==> src/rtl/cnn_pkg.sv <==
// Shared constants and types for the CNN result write-back slice.
package cnn_pkg;
  localparam logic [1:0] ICB_SIZE_WORD = 2'b10;
  localparam int         WORD_BYTES    = 4;
  typedef logic [31:0] cnn_word_t;
endpackage

==> src/rtl/cnn_sync_fifo.sv <==
// Per-channel synchronous FIFO with wrap-bit pointers and a synchronous flush.
module cnn_sync_fifo
  import cnn_pkg::*;
#(
  parameter int DEPTH  = 8,
  parameter int DATA_W = 32
) (
  input  logic              clk,
  input  logic              rst,
  input  logic              flush,
  input  logic              push,
  input  logic [DATA_W-1:0] push_data,
  input  logic              pop,
  output logic              full,
  output logic              empty,
  output logic [DATA_W-1:0] head
);
  localparam int          AW      = $clog2(DEPTH);
  localparam logic [AW:0] PTR_ONE = 1;

  logic [AW:0]       wr_ptr_q, wr_ptr_d;
  logic [AW:0]       rd_ptr_q, rd_ptr_d;
  logic [DATA_W-1:0] mem_q [DEPTH];
  logic              do_push, do_pop;

  // Equal index with differing wrap bits means the write side has lapped the read side.
  assign full    = (wr_ptr_q[AW] != rd_ptr_q[AW]) && (wr_ptr_q[AW-1:0] == rd_ptr_q[AW-1:0]);
  assign empty   = (wr_ptr_q == rd_ptr_q);
  assign head    = mem_q[rd_ptr_q[AW-1:0]];
  assign do_push = push && !full && !flush;
  assign do_pop  = pop && !empty && !flush;

  always_comb begin
    wr_ptr_d = wr_ptr_q;
    rd_ptr_d = rd_ptr_q;
    if (flush) begin
      wr_ptr_d = '0;
      rd_ptr_d = '0;
    end else begin
      if (do_push) wr_ptr_d = wr_ptr_q + PTR_ONE;
      if (do_pop)  rd_ptr_d = rd_ptr_q + PTR_ONE;
    end
  end

  always_ff @(posedge clk or posedge rst) begin
    if (rst) begin
      wr_ptr_q <= '0;
      rd_ptr_q <= '0;
    end else begin
      wr_ptr_q <= wr_ptr_d;
      rd_ptr_q <= rd_ptr_d;
    end
  end

  always_ff @(posedge clk) begin
    if (do_push) mem_q[wr_ptr_q[AW-1:0]] <= push_data;
  end
endmodule

==> src/rtl/cnn_res_writeback.sv <==
// Multi-channel result write-back: per-channel FIFOs, round-robin ICB writer, outstanding tracking.
// Optional build macro CNN_RES_RELU_EN clamps negative results to zero as they enter the FIFOs.
module cnn_res_writeback
  import cnn_pkg::*;
#(
  parameter int CH_NUM   = 4,
  parameter int DATA_W   = 32,
  parameter int DEPTH    = 8,
  parameter int OUTS_MAX = 4,
  parameter int CH_W     = (CH_NUM > 1) ? $clog2(CH_NUM) : 1
) (
  input  logic                     clk,
  input  logic                     rst,
  input  logic                     flush,
  input  logic                     cfg_valid,
  input  logic [CH_W-1:0]          cfg_ch,
  input  logic [31:0]              cfg_addr,
  input  logic [CH_NUM-1:0]        conv_valid,
  output logic [CH_NUM-1:0]        conv_ready,
  input  logic [CH_NUM*DATA_W-1:0] conv_data,
  input  logic                     arb_block,
  output logic                     icb_cmd_valid,
  input  logic                     icb_cmd_ready,
  output logic [31:0]              icb_cmd_addr,
  output logic [31:0]              icb_cmd_wdata,
  output logic                     icb_cmd_read,
  output logic [1:0]               icb_cmd_size,
  input  logic                     icb_rsp_valid,
  output logic                     idle
);
  localparam int          OW       = $clog2(OUTS_MAX + 1);
  localparam logic [OW-1:0] OUTS_ONE = 1;

  logic [CH_NUM-1:0] fifo_full, fifo_empty, fifo_push, fifo_pop;
  logic [DATA_W-1:0] fifo_head [CH_NUM];
  logic [DATA_W-1:0] push_data [CH_NUM];

  cnn_word_t         addr_q [CH_NUM];
  cnn_word_t         addr_d [CH_NUM];
  logic [CH_W-1:0]   rr_q, rr_d;
  logic              stage_valid_q, stage_valid_d;
  cnn_word_t         stage_addr_q, stage_addr_d;
  logic [DATA_W-1:0] stage_data_q, stage_data_d;
  logic [OW-1:0]     outs_q, outs_d;

  logic [CH_W-1:0]   sel, idx;
  logic              sel_found, hsk, load, rsp_take;

  for (genvar i = 0; i < CH_NUM; i++) begin : g_ch
`ifdef CNN_RES_RELU_EN
    assign push_data[i] = conv_data[i*DATA_W+DATA_W-1] ? '0 : conv_data[i*DATA_W +: DATA_W];
`else
    assign push_data[i] = conv_data[i*DATA_W +: DATA_W];
`endif
    assign fifo_push[i] = conv_valid[i] & ~fifo_full[i] & ~flush;

    cnn_sync_fifo #(
      .DEPTH (DEPTH),
      .DATA_W(DATA_W)
    ) u_fifo (
      .clk      (clk),
      .rst      (rst),
      .flush    (flush),
      .push     (fifo_push[i]),
      .push_data(push_data[i]),
      .pop      (fifo_pop[i]),
      .full     (fifo_full[i]),
      .empty    (fifo_empty[i]),
      .head     (fifo_head[i])
    );
  end

  assign conv_ready    = ~fifo_full;
  assign icb_cmd_valid = stage_valid_q & (int'(outs_q) < OUTS_MAX) & ~flush;
  assign icb_cmd_addr  = stage_addr_q;
  assign icb_cmd_wdata = stage_data_q;
  assign icb_cmd_read  = 1'b0;
  assign icb_cmd_size  = ICB_SIZE_WORD;
  assign idle          = (&fifo_empty) & ~stage_valid_q & (outs_q == '0);

  assign hsk      = icb_cmd_valid & icb_cmd_ready;
  assign load     = (~stage_valid_q | hsk) & ~arb_block & ~flush & sel_found;
  assign rsp_take = icb_rsp_valid & (outs_q != '0);

  // Round-robin: first non-empty channel scanning upward from rr, wrapping.
  always_comb begin
    sel       = '0;
    idx       = '0;
    sel_found = 1'b0;
    for (int k = 0; k < CH_NUM; k++) begin
      idx = CH_W'((int'(rr_q) + k) % CH_NUM);
      if (!sel_found && !fifo_empty[idx]) begin
        sel       = idx;
        sel_found = 1'b1;
      end
    end
  end

  always_comb begin
    stage_valid_d = stage_valid_q;
    stage_addr_d  = stage_addr_q;
    stage_data_d  = stage_data_q;
    rr_d          = rr_q;
    addr_d        = addr_q;
    fifo_pop      = '0;
    outs_d        = outs_q;

    if (flush) begin
      stage_valid_d = 1'b0;
      rr_d          = '0;
    end else if (load) begin
      fifo_pop[sel] = 1'b1;
      stage_valid_d = 1'b1;
      stage_addr_d  = addr_q[sel];
      stage_data_d  = fifo_head[sel];
      addr_d[sel]   = addr_q[sel] + cnn_word_t'(WORD_BYTES);
      rr_d          = (int'(sel) == CH_NUM - 1) ? '0 : CH_W'(int'(sel) + 1);
    end else if (hsk) begin
      stage_valid_d = 1'b0;
    end

    // A base-address load overrides the post-write increment on the same channel.
    if (cfg_valid && (int'(cfg_ch) < CH_NUM)) addr_d[cfg_ch] = cfg_addr;

    if (hsk && !rsp_take)      outs_d = outs_q + OUTS_ONE;
    else if (!hsk && rsp_take) outs_d = outs_q - OUTS_ONE;
  end

  always_ff @(posedge clk or posedge rst) begin
    if (rst) begin
      stage_valid_q <= 1'b0;
      stage_addr_q  <= '0;
      stage_data_q  <= '0;
      rr_q          <= '0;
      outs_q        <= '0;
      for (int i = 0; i < CH_NUM; i++) addr_q[i] <= '0;
    end else begin
      stage_valid_q <= stage_valid_d;
      stage_addr_q  <= stage_addr_d;
      stage_data_q  <= stage_data_d;
      rr_q          <= rr_d;
      outs_q        <= outs_d;
      addr_q        <= addr_d;
    end
  end
endmodule

==> config.mk <==
export PLATFORM = sky130hd
export DESIGN_NAME = cnn_res_writeback
export DESIGN_NICKNAME = d
export VERILOG_FILES = /design/src/rtl/cnn_pkg.sv /design/src/rtl/cnn_sync_fifo.sv /design/src/rtl/cnn_res_writeback.sv
export SDC_FILE = /design/constraint.sdc
export NUM_CORES = 1
export LEC_CHECK = 0
export ABC_AREA = 0
export CORE_ASPECT_RATIO = 0.6
export CORE_MARGIN = 4
export CORE_UTILIZATION = 25
export DETAILED_ROUTE_END_ITERATION = 10
export PLACE_DENSITY = 0.52
export SLEW_MARGIN = 40
export SYNTH_ARGS = -nofsm -noshare
export SYNTH_HDL_FRONTEND = slang
export SYNTH_HIERARCHICAL = 1
export SYNTH_SLANG_ARGS = --single-unit
==> constraint.sdc <==
create_clock -name clk -period 6.55 [get_ports clk]
set_clock_uncertainty 0.1 [all_clocks]
set_input_delay 1.31 -clock clk [delete_from_list [all_inputs] [get_ports clk]]
set_output_delay 1.31 -clock clk [all_outputs]
set_load 0.02 [all_outputs]
# [Word-level counts from Yosys, hierarchy flattened]
# Memory sizes are Yosys's and may differ from the RTL's.
# Cells that the tools add are included.
[op_classes] n_addsub=15 n_mul=0 n_div=0 n_lt_le_gt_ge=11 eq_ne=13 shift=0 mux=67 bitwise=28 n_reduce_logical=59
[ops] operator="128-bit 2-to-1 mux" count=3
[ops] operator="128-bit bitwise mux" count=2
[ops] operator="32-bit 2-to-1 mux" count=6
[ops] operator="32-bit binary-select mux with 2-bit select" count=2
[ops] operator="32-bit demux with 2-bit select" count=2
[ops] operator="4-bit 2-to-1 mux" count=18
[ops] operator="32-bit by 3-bit adder with 32-bit output (second input constant)" count=1
[ops] operator="4-bit by 1-bit adder with 4-bit output (second input constant)" count=8
[ops] operator="1-bit logical AND" count=28
[ops] operator="1-bit 2-to-1 mux" count=20
[ops] operator="2-bit nonzero test" count=10
[ops] operator="1-bit bitwise AND" count=17
[ops] operator="4-bit == test" count=4
[ops] operator="1-bit logical NOT" count=16
[ops] operator="2-bit by 3-bit less-than comparator with 1-bit output (second input constant)" count=5
[ops] operator="2-bit 2-to-1 mux" count=7
[ops] operator="3-bit == test" count=4
[ops] operator="1-bit binary-select mux with 2-bit select" count=4
[ops] operator="1-bit NOT" count=7
[ops] operator="3-bit >= comparator (second input constant)" count=2
[ops] operator="3-bit by 1-bit less-than comparator with 1-bit output (second input constant)" count=2
[ops] operator="3-bit 2-to-1 mux" count=2
[ops] operator="2-bit NOT with 3-bit output" count=2
[ops] operator="3-bit nonzero test" count=2
[ops] operator="14 further kinds" count=19
[totals] register_bits=230 latch_bits=0 mem_bits_rw=1024 romBits=0 inputBits=173 wordCells=214 mem_count=4
[mem_list] name="g_ch[0].u_fifo.mem_q" words=8 word_bits=32 read_ports=1 rd_ports_with_merged_regs=0 wr=1 line_no="cnn_sync_fifo.sv:23" text="logic [DATA_W-1:0] mem_q [DEPTH];"
[mem_list] name="g_ch[1].u_fifo.mem_q" words=8 word_bits=32 read_ports=1 rd_ports_with_merged_regs=0 wr=1 line_no="cnn_sync_fifo.sv:23"
[mem_list] name="g_ch[2].u_fifo.mem_q" words=8 word_bits=32 read_ports=1 rd_ports_with_merged_regs=0 wr=1 line_no="cnn_sync_fifo.sv:23"
[mem_list] name="g_ch[3].u_fifo.mem_q" words=8 word_bits=32 read_ports=1 rd_ports_with_merged_regs=0 wr=1 line_no="cnn_sync_fifo.sv:23"

# [Logic depth before layout (Yosys ltp)]
[depth] ltp_word=22 mapped_depth=21 mapped_depth_nobuf=13

# [Cells and area by module]
# The synthesis kept the hierarchy.
[by_module_without_submodules] module="cnn_sync_fifo at g_ch[2].u_fifo ..." n_inst=2 cells_per_inst=449 area_each_um2=10405.0 seq_area_each_um2=7887.6
[by_module_without_submodules] module="cnn_res_writeback" n_inst=1 cells_per_inst=1413 area_each_um2=11385.9 seq_area_each_um2=4954.8
[by_module_without_submodules] module="cnn_sync_fifo at g_ch[0].u_fifo" n_inst=1 cells_per_inst=449 area_each_um2=10493.8 seq_area_each_um2=7887.6
[by_module_without_submodules] module="cnn_sync_fifo at g_ch[1].u_fifo" n_inst=1 cells_per_inst=450 area_each_um2=10463.8 seq_area_each_um2=7887.6

# [Worst setup path before layout]
# Ideal clock, no wire load.
[synth_timing] path_kind="input to register" from="input port flush" to="memory g_ch[0].u_fifo.mem_q[1][0], enable pin" t_arrival_ns=5.176 t_required_ns=5.949 path_slack_ns=0.773 cell_stages=4 path_buffers=1 path_cell_list="clkbuf_1 -> nor3b_1 -> nand3b_1 -> nor4_1"
[synth_via] elab_chain_cells=6 elab_cells_between_ends=7
[synth_lines] item="start, declared" line_no="cnn_res_writeback.sv:14" text="input logic flush,"
[synth_lines] item="1-bit NOT (no source line)"
[synth_lines] item="1-bit bitwise AND" line_no="cnn_res_writeback.sv:55" text="assign fifo_push[i] = conv_valid[i] & ~fifo_full[i] & ~flush;"
[synth_lines] item="via fifo_push[0]" line_no="cnn_res_writeback.sv:34" text="logic [CH_NUM-1:0] fifo_full, fifo_empty, fifo_push, fifo_pop;"
[synth_lines] item="1-bit logical AND (2 in a row)" line_no="cnn_sync_fifo.sv:30" text="assign do_push = push && !full && !flush;"
[synth_lines] item="1-bit 2-to-1 mux" line_no="cnn_sync_fifo.sv:56" text="if (do_push) mem_q[wr_ptr_q[AW-1:0]] <= push_data;"
[synth_lines] item="1-bit 2-to-1 mux (implied by the code)" line_no="cnn_sync_fifo.sv:56"
[synth_lines] item="end, declared" line_no="cnn_sync_fifo.sv:23"
# The timed path passes the listed nets, and every way through them passes these cells.

# [Final worst setup path]
[layout_timing] from="register g_ch[1].u_fifo.rd_ptr_q[1]" to="output port idle"
[layout_via] elab_chain_cells=4
[layout_lines] item="start, declared" line_no="cnn_sync_fifo.sv:22" text="logic [AW:0] rd_ptr_q, rd_ptr_d;"
[layout_lines] item="start signal, assigned" line_no="cnn_sync_fifo.sv:51" text="rd_ptr_q <= rd_ptr_d;"
[layout_lines] item="4-bit == test" line_no="cnn_sync_fifo.sv:28" text="assign empty = (wr_ptr_q == rd_ptr_q);"
[layout_lines] item="via fifo_empty[1]" line_no="cnn_res_writeback.sv:34"
[layout_lines] item="4-bit AND reduction" line_no="cnn_res_writeback.sv:79" text="assign idle = (&fifo_empty) & ~stage_valid_q & (outs_q == '0);"
[layout_lines] item="1-bit bitwise AND (2 in a row)" line_no="cnn_res_writeback.sv:79"
[layout_lines] item="end, declared" line_no="cnn_res_writeback.sv:29" text="output logic idle"
# The timed path passes the listed nets, and every way through them passes these cells.

==> impl_metrics.ini <==
[run_status]
status = finished clean

[yosys]
synthMuxAreaShare_pct = 16.7
avgSynthCellArea_um2 = 16.6
yosys_register_bits = 1254
seq_area_frac_synth_pct = 68.7
synthSimpleGateAreaFrac_pct = 6.91
yosys_warnings = 6
yosysUniqueCellTypes = 73
synth_xor_area_share_pct = 0.730
async_flop_share_pct = 18.3
synth_top_family_by_area = multiplexers
syn_area_mm2 = 0.0532
synth_compound_area_share_pct = 4.13
synth-edff-count = 1024
synth_ff_type = edfxtp_1
synthAdderAreaFrac_pct = 0.367
syn-instance-count = 3210

[setup_path]
critical_path_arrival_ps = 4040
worstPathMaxFanout = 18
crit_path_start = g_ch[1].u_fifo/rd_ptr_q[1]
start_kind = flop
slowest_stage = xnor2_1
r2r-start = g_ch[1].u_fifo/rd_ptr_q[1]
path_class = flop to output port
cp_cell_sequence = xnor2_1 -> nand3_1 -> nor2_1 -> and4_1 -> nor3b_1 -> clkdlybuf4s50_1
cp.depth = 6
r2r_cells = 13
cp_top_family = simple AND/OR/NAND/NOR gates
crit_required_ps = 5140
cp-end-kind = output port
slowest_delay_ps = 700
crit_buf_inv = 1

[placement]
place_area_mm2 = 0.0591
place_congestion = 0.763
portBuffers = 242
dp_hpwl_um = 98100
dp_cells = 6181
place_ws_ps = 1210

[hold_path]
min_path_cells = 2
hold_class = flop to flop
min-delay-start = icb_cmd_addr[11]

[layout]
fin_nets = 3656
nFillCells = 20598
areaGrowthSynthToFinish_pct = 19.0
final_util_pct = 30.1
drive_gt1_share_pct = 21.0
final_area_mm2 = 0.0632
instances_no_fill = 6419

[detailed_routing]
drc_errors = 0
vias = 29184
ant_nets = 0
wl_per_cell_um = 23.7
drtPass1Iterations = 6
via_per_inst = 4.55
wirelength_um = 152000
drt-initial-drc-count = 2586

[clock_network]
clk_pin_slew_worst_paths_ps = 60
cts.sinks = 1254
cts_setup_buffers = 0
cts_buffers = 120
clockBufferDepth = 3
clkLatencyLatePin_ps = 750
cts_resized = 0
cts_tree = done
h-tree-depth = 3
hold_buffers = 0
cts-root-buf = clkbuf_16

[global_route]
gr-total-overflow = 0
grt_max_degree = 92
grt_pass1_vias = 28775
grt_antenna_before_repair = 49
grt_pass1_wl_um = 216000
grt_usage_pct = 13.4

[timing]
relSlewSlack_pct = 42.1
worst_slack_ps = 1100
tightest_slew_ps = 868
rsz0062_at_grt = false
finalCritPeriodShare_pct = 83.3
setup_viol = 0
hold_viol = 0
fin_crit_ps = 5450
fmax_mhz = 183
drv_slew = 0
finalSetupTns_ps = 0

[floorplan]
initial_core_util_pct = 25.3
rows = 130
die_h_um = 365
core-area_mm2 = 0.210
num_io_pins = 246
die_x_um = 603
dieArea_mm2 = 0.220

[pwr]
p_leak_nw = 21.0
vdd_ir_drop_max_mv = 0.249
power_density_mw_per_mm2 = 307

[flow_run]
maxCapViolCount = 0
[through the flow]
step                total power, mW  hold WS [ps]
floorplan                      11.1           357
global placement               12.5           368
detailed placement             12.5           368
CTS                            19.7           383
global route                   20.2           405
finish                         19.4           377
[Yosys cell counts, types with 16 or more instances]
master,instances,area (um2)
nand3_1,47,235
mux2_4,100,1500
buf_12,16,320
nor3_1,64,320
xnor2_1,23,201
buf_2,52,260
nor2_1,207,777
buf_1,17,63.8
a41oi_1,16,140
nor2b_1,16,100
clkbuf_1,97,364
nand4_1,16,100
mux2i_1,76,761
mux4_2,232,5230
edfxtp_1,1024,30700
o21ai_0,212,1060
o21ai_1,65,325
nand2b_1,23,144
dfrtp_1,230,5760
mux2_2,50,563
and3_1,21,131
and4_1,18,158
nand2_1,292,1100
inv_1,24,90.1
mux4_1,24,631
a21oi_1,46,230
a31oi_1,19,119
[placed cells by master, fill, tap and decap left out, types with 24 or more instances in the layout]
cell type	Yosys	layout
a21oi_1	46	46
mux2i_1	76	76
nand3_1	47	47
mux4_2	232	232
nor2_1	207	195
dfrtp_1	230	218
o21ai_1	65	65
edfxtp_1	1024	1024
mux2_4	100	100
o21ai_0	212	212
clkbuf_16	0	123
nor3_1	64	49
nand2_1	292	292
buf_4	7	75
mux4_1	24	24
clkdlybuf4s50_1	0	241
clkbuf_1	97	25
mux2_2	50	50
[area by class of cell]
cell class	count	area, um2	area share (%)
flip-flops and latches	1254	36500	57.8
multi-input cells	1726	15600	24.7
well taps	2838	3550	5.61
repair buffers	340	3420	5.40
clock buffers	151	3200	5.06
clock inverters	71	807	1.28
inverters	26	103	0.162
diodes	13	32.5	0.0514
[metal layers]
metal  part of all wire (%)  wire, um  GRT usage [%]
met1                     45     68100           18.7
met2                     46     69600           21.1
met3                    6.9     10400           3.25
met4                    2.4      3650           3.28
met5                   0.13       193              0
[where the power goes]
group	internal, mW	switching [mW]	total [mW]
Clock	4.02	3.10	7.12
Sequential	9.11	0.292	9.40
Combinational	1.10	1.79	2.90
[worst reg2reg max path, cell delays in order (launching register included)]
cell       delay (ps)
dfrtp_2           570
xnor2_1           710
nand3_1           160
nor2_1            290
a2bb2oi_1         310
nand4_4           490
buf_4             460
mux2i_1           160
mux2_2            330
nor4_1            500
and4bb_2          540
a31oi_1           240
nor3_1            240
o21ai_1           100
[flip-flops by register name (all words and copies together) (netlist names)]
name	cells
stage_valid_q	1
icb_cmd_wdata	32
g_ch.u_fifo/mem_q	1024
icb_cmd_addr	32
g_ch.u_fifo/rd_ptr_q	16
outs_q	3
g_ch.u_fifo/wr_ptr_q	16
addr_q	128
rr_q	2
[cell families after synthesis]
| group | Yosys count |
|---|---|
| adders and majority gates | 15 |
| buffers and inverters | 231 |
| AOI/OAI and AO/OA | 394 |
| muxes | 498 |
| and+or+nand+nor | 776 |
| other | 2 |
| xor gates and xnor gates | 40 |
| DFF | 1254 |
[path summary, 6_finish.rpt]
path | endpoint | slack [ps]
min in group asynchronous | g_ch[2].u_fifo/rd_ptr_q[1] | 1070
worst max register to register | addr_q[58] | 1240
worst min register to register | icb_cmd_addr[11] | 380
max in group asynchronous | addr_q[39] | 4180
worst max-delay path | idle | 1100
worst min-delay path | icb_cmd_addr[11] | 380
Power figures use the tool's default switching activity.
